[config.mk]
export PLATFORM = sky130hd
export DESIGN_NAME = conv_addr_gen_flat
export DESIGN_NICKNAME = d
export VERILOG_FILES = /design/src/rtl/conv_addr_gen_if.sv /design/src/rtl/conv_addr_gen.sv /design/src/flat_wrapper.sv
export SDC_FILE = /design/constraint.sdc
export NUM_CORES = 1
export LEC_CHECK = 0
export BUFFER_PORTS_ARGS = -buffer_cell sky130_fd_sc_hd__buf_4
export CELL_PAD_IN_SITES_DETAIL_PLACEMENT = 1
export CELL_PAD_IN_SITES_GLOBAL_PLACEMENT = 1
export CORE_MARGIN = 5
export CORE_UTILIZATION = 28
export CTS_BUF_LIST = sky130_fd_sc_hd__clkbuf_4 sky130_fd_sc_hd__clkbuf_8
export DETAILED_ROUTE_END_ITERATION = 10
export GPL_TIMING_DRIVEN = 0
export HOLD_SLACK_MARGIN = 0.15
export PLACE_DENSITY_LB_ADDON = 0.1
export REMOVE_ABC_BUFFERS = 1
export SLEW_MARGIN = 20
export SYNTH_ARGS = -nofsm -noshare
export SYNTH_HDL_FRONTEND = slang
export SYNTH_SLANG_ARGS = --single-unit
[constraint.sdc]
create_clock -name clk -period 7.1 [get_ports clk]
set_clock_uncertainty 0.1 [all_clocks]
set_input_delay 0.355 -clock clk [delete_from_list [all_inputs] [get_ports clk]]
set_output_delay 0.355 -clock clk [all_outputs]
set_load 0.02 [all_outputs]
[src/rtl/conv_addr_gen_if.sv]
// conv_addr_gen_if: run enable plus the tap address/flag stream of conv_addr_gen.
interface conv_addr_gen_if #(parameter int ADDR_W = 16);
  logic              en_ctrl;
  logic [ADDR_W-1:0] s_addr;
  logic [ADDR_W-1:0] w_addr;
  logic [ADDR_W-1:0] o_addr;
  logic              en_sum;
  logic              acc_clr;
  logic              win_done;
  logic              pad_zero;
  logic              finish;
  modport master (output en_ctrl, input s_addr, w_addr, o_addr, en_sum, acc_clr, win_done, pad_zero, finish);
  modport slave  (input en_ctrl, output s_addr, w_addr, o_addr, en_sum, acc_clr, win_done, pad_zero, finish);
endinterface

[src/rtl/conv_addr_gen.sv]
// conv_addr_gen: convolution tap address generator, loop order kx, ky, c, ox, oy.
// Define CONV_PAD_EN for "same" convolution with zero padding of K/2.
module conv_addr_gen #(
  parameter int IMG_W  = 8,
  parameter int IMG_H  = 8,
  parameter int K      = 3,
  parameter int STRIDE = 1,
  parameter int CH     = 1,
  parameter int ADDR_W = 16
) (
  input  logic           clk,
  input  logic           reset,
  conv_addr_gen_if.slave bus
);
`ifdef CONV_PAD_EN
  localparam int OUT_W = (IMG_W + STRIDE - 1) / STRIDE;
  localparam int OUT_H = (IMG_H + STRIDE - 1) / STRIDE;
  localparam logic signed [ADDR_W+1:0] PS  = (ADDR_W+2)'(K / 2);
  localparam logic signed [ADDR_W+1:0] IWS = (ADDR_W+2)'(IMG_W);
  localparam logic signed [ADDR_W+1:0] IHS = (ADDR_W+2)'(IMG_H);
  logic signed [ADDR_W+1:0] x, y;
`else
  localparam int OUT_W = (IMG_W - K) / STRIDE + 1;
  localparam int OUT_H = (IMG_H - K) / STRIDE + 1;
`endif
  localparam logic [ADDR_W-1:0] KM  = ADDR_W'(K - 1);
  localparam logic [ADDR_W-1:0] CM  = ADDR_W'(CH - 1);
  localparam logic [ADDR_W-1:0] OWM = ADDR_W'(OUT_W - 1);
  localparam logic [ADDR_W-1:0] OHM = ADDR_W'(OUT_H - 1);
  localparam logic [ADDR_W-1:0] KA  = ADDR_W'(K);
  localparam logic [ADDR_W-1:0] KK  = ADDR_W'(K * K);
  localparam logic [ADDR_W-1:0] ST  = ADDR_W'(STRIDE);
  localparam logic [ADDR_W-1:0] IW  = ADDR_W'(IMG_W);
  localparam logic [ADDR_W-1:0] PL  = ADDR_W'(IMG_W * IMG_H);
  localparam logic [ADDR_W-1:0] OW  = ADDR_W'(OUT_W);

  typedef enum logic [1:0] {IDLE, RUN, DONE} state_t;
  state_t state, state_nx;

  logic [ADDR_W-1:0] kx, ky, c, ox, oy;
  logic [ADDR_W-1:0] xu, yu, s_nx, w_nx, o_nx;
  logic last_q, issue, pad;
  logic kx_end, ky_end, c_end, ox_end, oy_end, win_end, all_end;

  always_ff @(posedge clk) state <= !reset ? IDLE : state_nx;

  // last_q marks that the final tap is on the outputs, so the next run edge ends the image
  always_comb begin
    issue = bus.en_ctrl && (state == IDLE || (state == RUN && !last_q));
    state_nx = state == IDLE ? (bus.en_ctrl ? RUN : IDLE) :
               state == RUN  ? (bus.en_ctrl && last_q ? DONE : RUN) :
                               (bus.en_ctrl ? DONE : IDLE);
  end

  always_comb begin
    kx_end  = kx == KM;
    ky_end  = ky == KM;
    c_end   = c == CM;
    ox_end  = ox == OWM;
    oy_end  = oy == OHM;
    win_end = kx_end && ky_end && c_end;
    all_end = win_end && ox_end && oy_end;
    xu      = ox * ST + kx;
    yu      = oy * ST + ky;
    w_nx    = c * KK + ky * KA + kx;
    o_nx    = oy * OW + ox;
`ifdef CONV_PAD_EN
    x    = $signed({2'b00, xu}) - PS;
    y    = $signed({2'b00, yu}) - PS;
    pad  = x[ADDR_W+1] || x >= IWS || y[ADDR_W+1] || y >= IHS;
    s_nx = pad ? '0 : c * PL + y[ADDR_W-1:0] * IW + x[ADDR_W-1:0];
`else
    pad  = 1'b0;
    s_nx = c * PL + yu * IW + xu;
`endif
  end

  always_ff @(posedge clk) begin
    if (!reset) begin
      {kx, ky, c, ox, oy} <= '0;
      {bus.s_addr, bus.w_addr, bus.o_addr} <= '0;
      {bus.en_sum, bus.acc_clr, bus.win_done, bus.pad_zero, last_q} <= '0;
    end else if (issue) begin
      kx           <= kx_end ? '0 : kx + 1'b1;
      ky           <= kx_end ? (ky_end ? '0 : ky + 1'b1) : ky;
      c            <= kx_end && ky_end ? (c_end ? '0 : c + 1'b1) : c;
      ox           <= win_end ? (ox_end ? '0 : ox + 1'b1) : ox;
      oy           <= win_end && ox_end ? (oy_end ? '0 : oy + 1'b1) : oy;
      bus.s_addr   <= s_nx;
      bus.w_addr   <= w_nx;
      bus.o_addr   <= o_nx;
      bus.en_sum   <= 1'b1;
      bus.acc_clr  <= kx == '0 && ky == '0 && c == '0;
      bus.win_done <= win_end;
      bus.pad_zero <= pad;
      last_q       <= all_end;
    end else begin
      {bus.en_sum, bus.acc_clr, bus.win_done, bus.pad_zero} <= '0;
      if (state_nx == IDLE) begin
        {kx, ky, c, ox, oy} <= '0;
        {bus.s_addr, bus.w_addr, bus.o_addr} <= '0;
        last_q <= 1'b0;
      end
    end
  end

  always_ff @(posedge clk) bus.finish <= reset && state_nx == DONE;
endmodule
[src/flat_wrapper.sv]
// flat-port wrapper written by rule: the top's interface ports become plain ports
module conv_addr_gen_flat 
#(
  parameter int IMG_W  = 8,
  parameter int IMG_H  = 8,
  parameter int K      = 3,
  parameter int STRIDE = 1,
  parameter int CH     = 1,
  parameter int ADDR_W = 16
)
  (clk, reset, bus_en_ctrl, bus_s_addr, bus_w_addr, bus_o_addr, bus_en_sum, bus_acc_clr, bus_win_done, bus_pad_zero, bus_finish);
  conv_addr_gen_if #(.ADDR_W(ADDR_W)) bus_i ();
  input  logic clk;
  input  logic reset;
  input wire logic [$bits(bus_i.en_ctrl)-1:0] bus_en_ctrl;
  output wire logic [$bits(bus_i.s_addr)-1:0] bus_s_addr;
  output wire logic [$bits(bus_i.w_addr)-1:0] bus_w_addr;
  output wire logic [$bits(bus_i.o_addr)-1:0] bus_o_addr;
  output wire logic [$bits(bus_i.en_sum)-1:0] bus_en_sum;
  output wire logic [$bits(bus_i.acc_clr)-1:0] bus_acc_clr;
  output wire logic [$bits(bus_i.win_done)-1:0] bus_win_done;
  output wire logic [$bits(bus_i.pad_zero)-1:0] bus_pad_zero;
  output wire logic [$bits(bus_i.finish)-1:0] bus_finish;
  assign bus_i.en_ctrl = bus_en_ctrl;
  assign bus_s_addr = bus_i.s_addr;
  assign bus_w_addr = bus_i.w_addr;
  assign bus_o_addr = bus_i.o_addr;
  assign bus_en_sum = bus_i.en_sum;
  assign bus_acc_clr = bus_i.acc_clr;
  assign bus_win_done = bus_i.win_done;
  assign bus_pad_zero = bus_i.pad_zero;
  assign bus_finish = bus_i.finish;
  conv_addr_gen #(.IMG_W(IMG_W), .IMG_H(IMG_H), .K(K), .STRIDE(STRIDE), .CH(CH), .ADDR_W(ADDR_W)) u_core (.clk(clk), .reset(reset), .bus(bus_i));
endmodule
==> After elaboration in Yosys (flattened, before gate mapping) <==
Index checks and enable logic that the tools add are counted.
W data, S select, Z words.
{ "word_totals": {"wordCells": 88, "latch_bits": 0, "rom_bits": 0, "in_bits": 3, "ram_bits": 0, "mem_count": 0, "output_inout_bits": 53, "register_bits": 135} }
{ "classes": {"div_mod_pow": 0, "multipliers": 3, "bitwise": 0, "n_lt_le_gt_ge": 0, "n_mux": 26, "reduce_logical": 23, "n_eq_ne": 10, "add_sub_neg": 12, "shift": 0} }
{ "op_table": {"columns": ["cell", "count"], "rows": [
  ["$mux W16", 18],
  ["$add A16 B16 Y16", 6],
  ["$add A16 B1 Y16 const B", 5],
  ["$logic_not A16 Y1", 3],
  ["$eq A16 B2 Y1 const B", 2],
  ["$eq A16 B3 Y1 const B", 2],
  ["$mul A16 B2 Y15 const B", 1],
  ["$mul A16 B2 Y16 const B", 1],
  ["$mul A16 B4 Y16 const B", 1],
  ["$add A13 B13 Y13", 1],
  ["$logic_and A1 B1 Y1", 10],
  ["$reduce_and A2 Y1", 5],
  ["$mux W2", 4],
  ["$ne A2 B2 Y1 const B", 4],
  ["$logic_not A2 Y1", 2],
  ["$mux W1", 4],
  ["$eq A2 B1 Y1 const B", 1],
  ["$eq A2 B2 Y1 const B", 1],
  ["$reduce_bool A2 Y1", 1],
  ["$logic_not A1 Y1", 1],
  ["$logic_or A1 B1 Y1", 1]
]} }

==> Longest topological paths before layout <==
Gate-level depths: netlist (run 1).
{ "logic_depth": {"ltp_word": 7, "mapped_depth": 20} }

==> Worst setup path after synthesis (run 1) <==
OpenSTA, ideal clock, no wires.
{ "synth_timing": {"kind": "reg2reg", "start": "register u_core.oy[0]", "end": "register u_core.bus.s_addr[14]", "setup_slack_ps": 2807, "path_buffers": 0, "period_less_slack_ps": 4293, "arrival_time_ps": 4075, "path_stages_with_launch": 18, "cell_sequence": "dfxtp_1 > ha_1 > fa_1 > a211oi_1 > nor2_1 > o41ai_1 > o21ba_2 > xnor2_1 > fa_1 > inv_1 > fa_1 > inv_1 > ha_1 > nand3_1 > a21oi_1 > nor3_1 > or3_1 > a32o_1"} }
{ "synth_between": {"elab_chain_len": 4} }
{ "synth_lines": {"columns": ["element", "line_no", "rtl"], "rows": [
  ["start: declaration", "conv_addr_gen.sv:40", "logic [ADDR_W-1:0] kx, ky, c, ox, oy;"],
  ["start signal: assignment", "conv_addr_gen.sv:88", "oy <= win_end && ox_end ? (oy_end ? '0 : oy + 1'b1) : oy;"],
  ["$add A13 B13 Y13", "conv_addr_gen.sv:64", "yu = oy * ST + ky;"],
  ["$add A16 B16 Y16 (2 in a row)", "conv_addr_gen.sv:74", "s_nx = c * PL + yu * IW + xu;"],
  ["$mux W16", "conv_addr_gen.sv:83", "end else if (issue) begin"],
  ["end signal: assignment", "conv_addr_gen.sv:89", "bus.s_addr <= s_nx;"],
  ["end: declaration", "conv_addr_gen_if.sv:13", "modport slave (input en_ctrl, output s_addr, w_addr, o_addr, en_sum, acc_clr, win_done, pad_zero, finish);"]
]} }
No other way between the ends.
A chain may end at the register's enable or synchronous reset.

==> Final worst setup path (run 1) <==
{ "layout_timing": {"start": "register u_core.oy[1]", "end": "register u_core.bus.s_addr[13]"} }
Same word-level chain as after synthesis.

==> results of run 1 <==
[power by group]
| part | internal [mW] | switching, mW | total (mW) |
|---|---|---|---|
| Combinational | 0.0446 | 0.0967 | 0.141 |
| Clock | 0.312 | 0.366 | 0.679 |
| Sequential | 0.766 | 0.0136 | 0.779 |
| Total | 1.12 | 0.477 | 1.60 |
[layout make-up]
type | instances | area share
clock buffers | 17 | 0.01880
well taps | 525 | 0.05277
inverters | 187 | 0.05639
clock inverters | 15 | 0.01246
flip-flops and latches | 135 | 0.2171
multi-input cells | 963 | 0.6045
repair buffers | 59 | 0.03790
[sequential cells by signal, indices dropped and copies added, names as in the netlist]
| name | cells |
|---|---|
| u_core.bus.o_addr | 16 |
| u_core.bus.s_addr | 16 |
| u_core.bus.w_addr | 16 |
| u_core.c | 16 |
| u_core.kx | 16 |
| u_core.ky | 16 |
| u_core.ox | 16 |
| u_core.oy | 16 |
| u_core.state | 2 |
| u_core.bus.acc_clr | 1 |
| u_core.bus.en_sum | 1 |
| u_core.bus.finish | 1 |
| u_core.bus.win_done | 1 |
| u_core.last_q | 1 |
[routing by layer]
metal  wire length [um]  part of all wire  track usage
met2              15850              0.46       0.2636
met3                812             0.023      0.02252
met5                  0                 0            0
met1              17500              0.50       0.2252
met4                574             0.017      0.04568
[through the flow]
step,utilization,worst slack [ns]
after global routing,0.3154,1.629
final,0.3154,1.976
after floorplan,-,2.807
after CTS,0.3154,1.944
after detailed placement,0.3053,1.975
after global placement,0.3033,1.659
[worst max-delay path by stage]
stage | from | to | cells after the start
floorplan | u_core.oy[0]$_SDFFE_PN0P_ | u_core.bus.s_addr[14]$_SDFFE_PN0P_ | 17
global placement | bus_en_ctrl | u_core.bus.w_addr[15]$_SDFFE_PN0P_ | 6
detailed placement | u_core.oy[1]$_SDFFE_PN0P_ | u_core.bus.s_addr[13]$_SDFFE_PN0P_ | 19
CTS | u_core.oy[1]$_SDFFE_PN0P_ | u_core.bus.s_addr[13]$_SDFFE_PN0P_ | 19
global route | u_core.oy[1]$_SDFFE_PN0P_ | u_core.bus.s_addr[13]$_SDFFE_PN0P_ | 19
finish | u_core.oy[1]$_SDFFE_PN0P_ | u_core.bus.s_addr[13]$_SDFFE_PN0P_ | 19
[kinds of logic after synthesis]
group                      share of synthesized area
AOI/OAI and AO/OA                             0.1425
xor gates and xnor gates                     0.07896
adders and majority gates                     0.2622
buffers and inverters                        0.07998
DFF                                           0.2437
muxes                                      0.0009025
other                                      0.0003381
and+or+nand+nor                               0.1915
[critical path, stage by stage (launching register included)]
cell and delay (ns):
dfxtp_1 0.56, ha_1 0.30, a21o_1 0.16, a21oi_1 0.25, nor2b_1 0.07, o21ai_0 0.26
a21oi_1 0.15, a21oi_1 0.20, xnor2_1 0.10, fa_1 0.48, inv_1 0.05, fa_1 0.50
inv_1 0.04, ha_1 0.39, and3_1 0.22, a31oi_1 0.33, a211o_1 0.26, xor2_1 0.32
o21ai_0 0.12, and2_1 0.17
[cells in the final DEF (no fill, tap or decap), types with 4 or more instances in the layout]
| cell | count |
|---|---|
| a211o_1 | 5 |
| a211oi_1 | 10 |
| a21boi_0 | 12 |
| a21o_1 | 7 |
| a21oi_1 | 59 |
| a22o_1 | 8 |
| a22oi_1 | 8 |
| a311oi_1 | 4 |
| a31oi_1 | 11 |
| and2_1 | 18 |
| and3_1 | 25 |
| and4_1 | 6 |
| buf_4 | 54 |
| clkbuf_8 | 17 |
| clkinv_2 | 4 |
| clkinv_4 | 4 |
| dfxtp_1 | 135 |
| fa_1 | 64 |
| ha_1 | 130 |
| inv_1 | 186 |
| nand2_1 | 79 |
| nand2b_1 | 7 |
| nand3_1 | 61 |
| nand4_1 | 17 |
| nor2_1 | 107 |
| nor2b_1 | 22 |
| nor3_1 | 35 |
| nor4_1 | 16 |
| o211ai_1 | 4 |
| o21a_1 | 9 |
| o21ai_0 | 73 |
| o31ai_1 | 4 |
| o41ai_1 | 4 |
| or3_1 | 13 |
| xnor2_1 | 70 |
| xor2_1 | 30 |
[what timing repair did]
action	4_1_cts	5_1_grt
hold buffers	1	0
setup endpoints to repair	0	0
hold endpoints to repair	3	0
==> summary.txt, run 1 <==
Run status
  • Status: completed

Power
  • Worst VDD drop: 98.68 uV
  • PD cells: 128.5 nW/um^2
  • Total Power: 1.599 mW
  • Static Leak: 5.589 nW

Drt
  • Vias: 9184
  • Iteration count of the initial detailed-routing pass: 5
  • Antenna viol nets, final: 0
  • Vias per Instance: 4.831
  • Drc violations: 0
  • Per-cell routed wire length: 18.28 um
  • Post-Route WL: 34.75 mm
  • 1st-iter DRT viols: 350

CTS
  • Reg clk slew, reported paths: 0.09 ns
  • Post-CTS sizing: 0
  • TritonCTS clock tree: yes
  • Root Driver: clkbuf_8
  • Max Root-Sink Buffers: 2
  • Clock sink count: 135
  • # Post-CTS Setup Buffers: 0
  • Clk_lat worst skew: 0.50 ns
  • H-tree Lvls: 4
  • Num CTS Buffers: 17

Critical path
  • CP Class: reg -> reg
  • Critical R2R Launch: u_core.oy[1]$_SDFFE_PN0P_
  • Worst setup EP type: register
  • Reg2Reg Capture Point: u_core.bus.s_addr[13]$_SDFFE_PN0P_
  • Startpoint Class: register
  • Reg2reg path depth: 19
  • R2R Setup Slk: 1.98 ns
  • Arrival time of the worst setup path: 5.43 ns
  • Critical Path RT: 7.40 ns
  • Worst-path maximum fanout: 7

Final layout
  • Storage cell area: 2703 sq um
  • Layout fillers: 4650
  • Final instance area: 12450 sq um
  • Ant diodes: 0
  • Multi-input logic area: 7525 sq um
  • # nets final: 1560
  • Area delta synth->final: 12.22%
  • Share of cells above drive strength 1: 0.07776
  • Non-filler cells, final: 1901

Floorplan
  • Initial Util: 0.2811
  • Cell row count: 73
  • Die X: 209.0 um
  • Die ar.: 43690 sq um
  • I/O pin cnt: 56
  • Core Box Area: 39460 sq um
  • Die Ht: 209.0 um

Logic synthesis
  • Mapped cell area: 11090 sq um
  • Most used DFF post-synth: dfxtp_1
  • Post-Syn Instances: 1325
  • Number of flops mapped to enable cells by yosys: 0
  • Share of the yosys chip area belonging to registers: 0.2437
  • Yosys reg bits: 135
  • Number of distinct library cells after synthesis: 67
  • Largest cells by area after synthesis: dfxtp_1, ha_1, fa_1
  • Count leader, synth: inv_1
  • Synth area leader: dfxtp_1
  • Syn Area/Cell: 8.371 sq um
  • YS warnings: 0
  • Yosys top cell area share: 0.2437
  • Async set-reset flop share out of synthesis: 0
  • Most common library cells after synthesis: inv_1, dfxtp_1, ha_1

Placement
  • Area post-placement: 12050 sq um
  • DP HPWL: 26.94 mm
  • Gpl congestion: 0.8064
  • Port bufs: 54
  • DP Cell Count: 1868

STA
  • Sum of negative setup slack: 0 ns
  • Slew at the pin with the worst max-slew slack: 1.099 ns
  • Hold slack final: 0.3150 ns
  • Fin. Hold Viols: 0
  • Slew HR: 0.2673
  • Max Freq: 195.2 MHz
  • # setup viols final: 0
  • Min cycle time layout: 5.124 ns
  • RSZ-0062 raised after global routing: no
  • Final Max Tran Viols: 0
  • Fin crit share: 0.7217

Global route
  • Largest net degree at the start of global routing: 55
  • GRT overflow: 0
  • Total GRT Usage: 0.1620
  • Antenna violations before repair: 0
  • First-pass GRT wire length: 55.16 mm
  • Vias in the first global route: 9341

Worst hold path
  • Hold path start: reset
  • Hold depth: 2
  • HP Class: in -> reg
  • Hold worst-path end: u_core.ky[10]$_SDFFE_PN0P_

Flow run
  • Max-cap violations: 0
Power figures use the tool's default switching activity.
==> run 2, diff against run 1 <==
==> constraint.sdc (replaced) <==
create_clock -name clk -period 5.3 [get_ports clk]
set_clock_uncertainty 0.1 [all_clocks]
set_input_delay 0.265 -clock clk [delete_from_list [all_inputs] [get_ports clk]]
set_output_delay 0.265 -clock clk [all_outputs]
set_load 0.02 [all_outputs]
==> summary.txt, run 2 (synthesized netlist as in run 1, its figures left out) <==
Power
  • Int Pwr: 1.504 mW
  • Reg power frac: 0.487
  • Gate power share: 0.088
  • Clock network fraction of total power: 0.424
  • Worst VDD drop: 132.3 uV
  • PD cells: 172.1 nW/um^2
  • Switch share: 0.2981
  • Static Leak: 5.591 nW
  • P_sw: 638.6 uW

CTS
  • Max Root-Sink Buffers: 2
  • Clk_lat worst skew: 0.50 ns
  • Root Driver: clkbuf_8
  • Reg clk slew, reported paths: 0.09 ns
  • TritonCTS clock tree: yes
  • # Post-CTS Setup Buffers: 0
  • Clock sink count: 135
  • H-tree Lvls: 4
  • Num CTS Buffers: 17

Final layout
  • Final core occ: 0.3155
  • Ant diodes: 0
  • Layout fillers: 4650
  • Non-filler cells, final: 1901
  • Share of cells above drive strength 1: 0.07994
  • Multi-input logic area: 7525 sq um
  • Area delta synth->final: 12.25%
  • Storage cell area: 2706 sq um
  • # nets final: 1560
  • Commonest non-fill, non-tap cell in the layout: inv_1
  • Most frequent cells in the layout: inv_1, dfxtp_1, ha_1

Placement
  • DP HPWL: 26.94 mm
  • DP Cell Count: 1868
  • Gpl congestion: 0.8064
  • Port bufs: 54

Critical path
  • Worst-path maximum fanout: 8
  • Worst path cell trace: ha_1 > fa_1 > a211oi_1 > nor2_1 > o41ai_1 > o21ba_2 > xnor2_1 > fa_1 > inv_1 > fa_1 > inv_1 > ha_1 > nand3_1 > a21oi_1 > nor3_1 > or3_1 > a32o_1
  • Critical Path RT: 5.60 ns
  • Startpoint Class: register
  • Arrival time of the worst setup path: 5.31 ns
  • R2R Setup Slk: 0.29 ns
  • Most used cell, CP: fa_1
  • CP Class: reg -> reg
  • Worst setup EP type: register
  • Worst path slowest cell: fa_1
  • Max incr delay on CP: 0.50 ns

STA
  • Final Max Tran Viols: 0
  • Slew at the pin with the worst max-slew slack: 1.101 ns
  • Max Freq: 199.6 MHz
  • RSZ-0062 raised after global routing: no
  • Min cycle time layout: 5.009 ns
  • Slew HR: 0.2659
  • Fin crit share: 0.9451
  • # setup viols final: 0
  • Fin. Hold Viols: 0
  • Hold slack final: 0.2249 ns

Drt
  • 1st-iter DRT viols: 352
  • Antenna viol nets, final: 0
  • Per-cell routed wire length: 18.29 um
  • Vias: 9199
  • Post-Route WL: 34.77 mm
  • Vias per Instance: 4.839
  • Iteration count of the initial detailed-routing pass: 5
  • Drc violations: 0

Flow run
  • Max-cap violations: 0

Floorplan
  • I/O pin cnt: 56
  • Core Box Area: 39460 sq um
  • Cell row count: 73
  • Die ar.: 43690 sq um
  • Die Ht: 209.0 um
  • Die X: 209.0 um
  • Initial Util: 0.2811

Run status
  • Status: completed

Global route
  • GRT overflow: 0
  • Largest net degree at the start of global routing: 55
  • First-pass GRT wire length: 55.16 mm
  • Total GRT Usage: 0.1620
  • Vias in the first global route: 9341
  • Antenna violations before repair: 0

Worst hold path
  • HP Class: in -> reg
-- run 2: path summary, 6_finish.rpt --
path                                                          from                                  to  cells past startpoint
worst max-delay path                     u_core.ky[0]$_SDFFE_PN0P_  u_core.bus.s_addr[14]$_SDFFE_PN0P_                     17
worst min-delay path                                         reset          u_core.ky[10]$_SDFFE_PN0P_                      2
worst max register to register           u_core.ky[0]$_SDFFE_PN0P_  u_core.bus.s_addr[14]$_SDFFE_PN0P_                     17
worst min register to register  u_core.bus.o_addr[10]$_SDFFE_PN0P_  u_core.bus.o_addr[10]$_SDFFE_PN0P_                      2
-- run 2: worst max-delay path: cells and delay by family (launching register included) --
kind,cells,cell delay [ns]
and+or+nand+nor,4,0.70
buffers and inverters,2,0.09
xor gates and xnor gates,1,0.07
DFF,1,0.43
adders and majority gates,5,2.08
AOI/OAI and AO/OA,5,1.42
-- run 2: through the flow --
| step | power, mW | setup TNS (ns) | worst slack (ns) | cell area (sq um) |
|---|---|---|---|---|
| 2_1_floorplan | 1.171 | 0 | 1.007 | 10910 |
| 6_report | 2.143 | 0 | 0.2910 | 12450 |
| 5_1_grt | 2.250 | 0 | 0.005196 | 12450 |
| 4_1_cts | 2.196 | 0 | 0.1443 | 12450 |
| 3_5_place_dp | 1.262 | 0 | 0.1751 | 12050 |
| 3_3_place_gp | 1.254 | -1.291 | -0.1257 | 11970 |
-- run 2: routing by layer --
layer | track usage | up-vias | wire length [um]
met1 | 0.2252 | 4531 | 17530
met2 | 0.2636 | 87 | 15880
li1 | - | 4557 | -
met4 | 0.04568 | 0 | 574
met5 | 0 | - | 0
met3 | 0.02252 | 24 | 797
-- run 2: area by class of cell --
| cell class | count | share of cell area |
|---|---|---|
| Timing Repair Buffer | 59 | 0.03789 |
| Tap cell | 525 | 0.05276 |
| Multi-Input combinational cell | 963 | 0.6044 |
| Sequential cell | 135 | 0.2174 |
| Clock inverter | 15 | 0.01246 |
| Inverter | 187 | 0.05638 |
| Clock buffer | 17 | 0.01879 |
-- run 2: what timing repair did --
action                                  in CTS  in global routing
endpoints found under the setup margin       0                  2
resized for setup                            0                  4
hold buffers                                 1                  0
hold endpoints to repair                     3                  0
-- run 2: power groups by stage --
| stage | sequential, mW | clock [mW] | combinational [mW] |
|---|---|---|---|
| after floorplan | 1.07 | 0 | 0.101 |
| after global placement | 1.07 | 0 | 0.186 |
| after detailed placement | 1.07 | 0 | 0.193 |
| after CTS | 1.04 | 0.956 | 0.196 |
| after global routing | 1.05 | 0.989 | 0.214 |
| final | 1.04 | 0.909 | 0.190 |
